<file path="config.mk">
export PLATFORM = sky130hd
export DESIGN_NAME = uart_rx_fifo
export DESIGN_NICKNAME = d
export VERILOG_FILES = /design/src/rtl/uart_rx_fifo.sv
export SDC_FILE = /design/constraint.sdc
export NUM_CORES = 1
export LEC_CHECK = 0
export CORE_MARGIN = 4
export CORE_UTILIZATION = 42
export CTS_CLUSTER_SIZE = 25
export DETAILED_ROUTE_END_ITERATION = 8
export PLACE_DENSITY_LB_ADDON = 0.05
export REMOVE_ABC_BUFFERS = 1
export SYNTH_ARGS = -nofsm -noshare
export SYNTH_HDL_FRONTEND = slang
export SYNTH_SLANG_ARGS = --single-unit
export TNS_END_PERCENT = 5
</file>
<file path="constraint.sdc">
create_clock -name clk -period 4.6 [get_ports clk]
set_input_delay 0.92 -clock clk [delete_from_list [all_inputs] [get_ports clk]]
set_output_delay 0.92 -clock clk [all_outputs]
set_load 0.1 [all_outputs]
</file>
<file path="src/rtl/uart_rx_fifo.sv">
// uart_rx_fifo: receive-side byte buffer behind the UART receiver.
// Each rx_valid strobe pushes one byte into a power-of-two circular FIFO.
// The consumer drains bytes over a valid/ready handshake. Status outputs
// (level, full, empty) and out_valid come from the registered pointers only.
// A push that arrives while the FIFO is full, with no pop in the same cycle,
// is dropped and raises the sticky overrun flag.
module uart_rx_fifo #(
  parameter int DEPTH_LOG2 = 4
) (
  input  logic                  clk,
  input  logic                  rst_n,
  input  logic [7:0]            rx_data,
  input  logic                  rx_valid,
  output logic [7:0]            out_data,
  output logic                  out_valid,
  input  logic                  out_ready,
  output logic [DEPTH_LOG2:0]   level,
  output logic                  full,
  output logic                  empty,
  output logic                  overrun,
  input  logic                  overrun_clr
);

  localparam int DEPTH = 1 << DEPTH_LOG2;
  localparam int PTR_W = DEPTH_LOG2 + 1;
  localparam logic [PTR_W-1:0] DEPTH_CNT = PTR_W'(DEPTH);

  // Pointers carry one extra MSB so full and empty are distinguishable.
  logic [PTR_W-1:0]      wr_ptr;
  logic [PTR_W-1:0]      rd_ptr;
  logic [7:0]            mem [DEPTH];

  logic                  pop;
  logic                  push;
  logic                  drop;
  logic [DEPTH_LOG2-1:0] wr_idx;
  logic [DEPTH_LOG2-1:0] rd_idx;

  assign wr_idx = wr_ptr[DEPTH_LOG2-1:0];
  assign rd_idx = rd_ptr[DEPTH_LOG2-1:0];

  // Fill level wraps naturally with the pointer width.
  assign level     = wr_ptr - rd_ptr;
  assign empty     = (wr_ptr == rd_ptr);
  assign full      = (level == DEPTH_CNT);
  assign out_valid = !empty;

  // Oldest stored byte is read straight out of the array; no bypass path.
  assign out_data  = mem[rd_idx];

  // A full FIFO can still accept a byte when the consumer frees a slot
  // in the same cycle.
  assign pop  = out_valid && out_ready;
  assign push = rx_valid && (!full || pop);
  assign drop = rx_valid && full && !pop;

  // Pointer registers: reset returns both to entry 0, discarding contents.
  always_ff @(posedge clk) begin
    if (!rst_n) begin
      wr_ptr <= '0;
      rd_ptr <= '0;
    end else begin
      if (push) begin
        wr_ptr <= wr_ptr + 1'b1;
      end
      if (pop) begin
        rd_ptr <= rd_ptr + 1'b1;
      end
    end
  end

  // Byte storage: data only, never reset; gated by reset so a push during
  // reset cannot land anywhere meaningful.
  always_ff @(posedge clk) begin
    if (rst_n && push) begin
      mem[wr_idx] <= rx_data;
    end
  end

  // Sticky overrun: a dropped byte sets it and wins over a same-cycle clear.
  always_ff @(posedge clk) begin
    if (!rst_n) begin
      overrun <= 1'b0;
    end else if (drop) begin
      overrun <= 1'b1;
    end else if (overrun_clr) begin
      overrun <= 1'b0;
    end
  end

endmodule

</file>
==> flow_summary_export.csv <==
group,metric,value,unit
global_routing,grt_usage,16.3,%
cells_and_area,final_nets,361,
timing,period_needed,3970,ps
power,total_power,4.34,mW
critical_path,end_kind,"primary output",
clock_network,clock-root-buffer,"clkbuf_16",
clock_network,hold_buffers,0,
timing,min_period_over_period,86.2,%
synthesis,synthArstFlopShare,0,%
cells_and_area,diodes,0,
synthesis,yosysSeqAreaShare,71.3,%
critical_path,critical_path.max_stage_delay,760,ps
synthesis,syn_inst,296,
cells_and_area,layoutNonFillerInstCount,527,
power,pwr-share-comb,31.4,%
synthesis,synthAdderAreaFrac,2.28,%
synthesis,synth-compound-area-share,1.64,%
synthesis,synth_area_leaders,"edfxtp_1 (66%), mux4_2 (15%), dfxtp_1 (5.2%)",
power,p_sw,1.51,mW
timing,whs,481,ps
global_routing,grt_pass1_vias,2997,
timing,setup_tns,0,ps
critical_path,crit_family,"flip-flops",
detailed_routing,routedWlPerCell,22.9,µm
min_path,worstHoldPathType,"flip-flop to flip-flop",
synthesis,syn_area_per_cell,19.6,µm²
synthesis,synth_top_area_share,66.1,%
cells_and_area,final_cell_area,0.00701,mm²
placement,pre_cts_ws,897,ps
clock_network,clkSinkCount,143,
clock_network,cts_buffers,17,
detailed_routing,num_vias,2827,
power,switching_share,34.7,%
power,p_int,2.84,mW
global_routing,grt_first_pass_wirelength,18.5,mm
cells_and_area,syn_to_final_growth,20.6,%
synthesis,yosysMostFrequentCell,"edfxtp_1",
placement,dp.cells,495,
synthesis,synth_warnings,0,
clock_network,clock_latency,410,ps
synthesis,synthMuxAreaShare,16.4,%
timing,worst_pin_slew,1080,ps
die,core,0.0134,mm²
placement,place_congestion,0.768,
clock_network,cts_buffer_depth,2,
timing,max_freq,0.252,GHz
detailed_routing,viasPerCell,5.36,
die,start_util,43.4,%
timing,report.final.setup_viol,0,
placement,dpl.hpwl,8.15,mm
die,chipWidth,126,µm
placement,io_buffers,29,
status,status,"finished clean",
clock_network,htree_levels,4,
critical_path,cp_num_buf_inv,1,
power,vdd_drop_max,0.624,mV
die,ioPinCount,30,
synthesis,synth_top_cell_by_area,"edfxtp_1",
critical_path,startpoint_type,"flip-flop",
synthesis,ys_seq_elements,143,
power,p_leak,2.22,nW
power,powerDensity,620,mW/mm²
placement,dpl_cell_area,0.00636,mm²
die,row_count,42,
global_routing,antenna_found_initial,0,
synthesis,synth-edff-count,128,
die,die_h,126,µm
timing,max-slew-margin-rel,28.1,%
synthesis,synth_simple_gate_area_share,5.73,%
synthesis,synth_cell_types,37,
synthesis,synth_top_family_by_area,"multiplexers",
critical_path,cp_slowest_cell,"dfxtp_1",
timing,finalHoldViolations,0,
synthesis,synthTopCellsByCount,"edfxtp_1 (128), mux4_2 (40), dfxtp_1 (15)",
critical_path,worstPathCellList,"ha_1, and3b_1, or3_4, a2111oi_4, buf_4",
detailed_routing,drtIter0Drc,268,
timing,fin_worst_skew,6.27,ps
detailed_routing,wl,12.1,mm
synthesis,syn_area,0.00581,mm²
power,pwr-share-clk,33.9,%
detailed_routing,firstDrtPassIters,4,
timing,setup_ws,634,ps
clock_network,cts.clk_slew.worst_paths,60,ps
job,cap_violations,0,
cells_and_area,final_core_util,52.3,%
global_routing,grt.overflow.total,0,
critical_path,arrival,3050,ps
detailed_routing,drc,0,
timing,grt_setup_unrepaired,"false",
critical_path,worstPathRequired,3680,ps
global_routing,grt_start_max_net_pins,33,
clock_network,cts_resized,0,
power,seqPwrFrac,34.7,%
critical_path,critPathKind,"flip-flop to primary output",
synthesis,synthXorXnorAreaFrac,0.904,%
clock_network,cts_tree,"yes",
die,die-area,0.0158,mm²
critical_path,cp_max_fo,17,
synthesis,synth_ff_type,"edfxtp_1",
timing,final_max_slew_viol_count,0,
detailed_routing,ant_nets,0,
clock_network,postCtsSetupRepairBufs,0,
cells_and_area,drive_gt1_share,31.3,%
==> cell type report <==
class	count	area, µm²
Tap cell	176	220
Clock inverter	15	219
Timing Repair Buffer	39	330
Multi-Input combinational cell	129	1640
Sequential cell	143	4150
Fill cell	1075	6390
Clock buffer	17	425
Inverter	8	30.0
==> cells by family (layout without fill, tap and decap cells) <==
group | Yosys count | count (layout)
flops | 143 | 143
simple gates | 56 | 56
mux | 45 | 45
buf+inv | 24 | 79
compound gates | 12 | 12
fa+ha+maj | 10 | 10
xor+xnor | 6 | 6
==> registers in the layout, indices dropped and copies added, names as in the netlist, named ones only <==
name,flops
wr_ptr,5
mem,128
rd_ptr,5
overrun,1
==> cells in the final DEF, fill, tap and decap left out, types with 2 or more instances in the layout <==
master,n
nor2b_1,4
nand4_1,4
inv_1,8
nand3_1,6
mux2i_1,5
edfxtp_1,128
clkinvlp_4,4
nand2_1,11
bufinv_16,5
nor4_2,4
nor2_1,2
clkdlybuf4s50_1,15
xor2_1,2
a21oi_1,5
nand2b_1,4
and2_1,4
nor4b_2,8
xnor2_1,4
buf_4,24
nor3_1,4
dfxtp_1,14
mux4_2,40
clkinv_4,3
clkinv_1,2
ha_1,9
clkbuf_16,17
==> power by group through the flow <==
stage / Clock, mW / Sequential, mW / Combinational, mW
after global routing: 1.56 / 1.52 / 1.43
after CTS: 1.50 / 1.51 / 1.38
final: 1.47 / 1.51 / 1.36
after global placement: 0 / 1.54 / 1.38
after floorplan: 0 / 1.57 / 1.01
after detailed placement: 0 / 1.54 / 1.38
==> worst min-delay path: stages (launching register included) <==
cell and delay (ps):
dfxtp_1 320, nand2_1 60, mux2i_1 50
==> per-layer routing <==
metal | track usage, % | part of all wire [%] | wire [µm]
met1 | 21.8 | 46 | 5500
met2 | 25.8 | 50 | 6050
met3 | 4.19 | 3.3 | 392
met4 | 6.44 | 0.93 | 112
met5 | 0 | 0 | 0
==> worst paths after layout <==
path                                 from  cells after the start  slack [ps]   endpoint
worst max-delay path            wr_ptr[2]                      5         630       full
worst max register to register  wr_ptr[2]                      6         890  mem[9][2]
worst min register to register  wr_ptr[4]                      2         480  wr_ptr[4]
worst min-delay path            wr_ptr[4]                      2         480  wr_ptr[4]
Power figures use the tool's default switching activity.
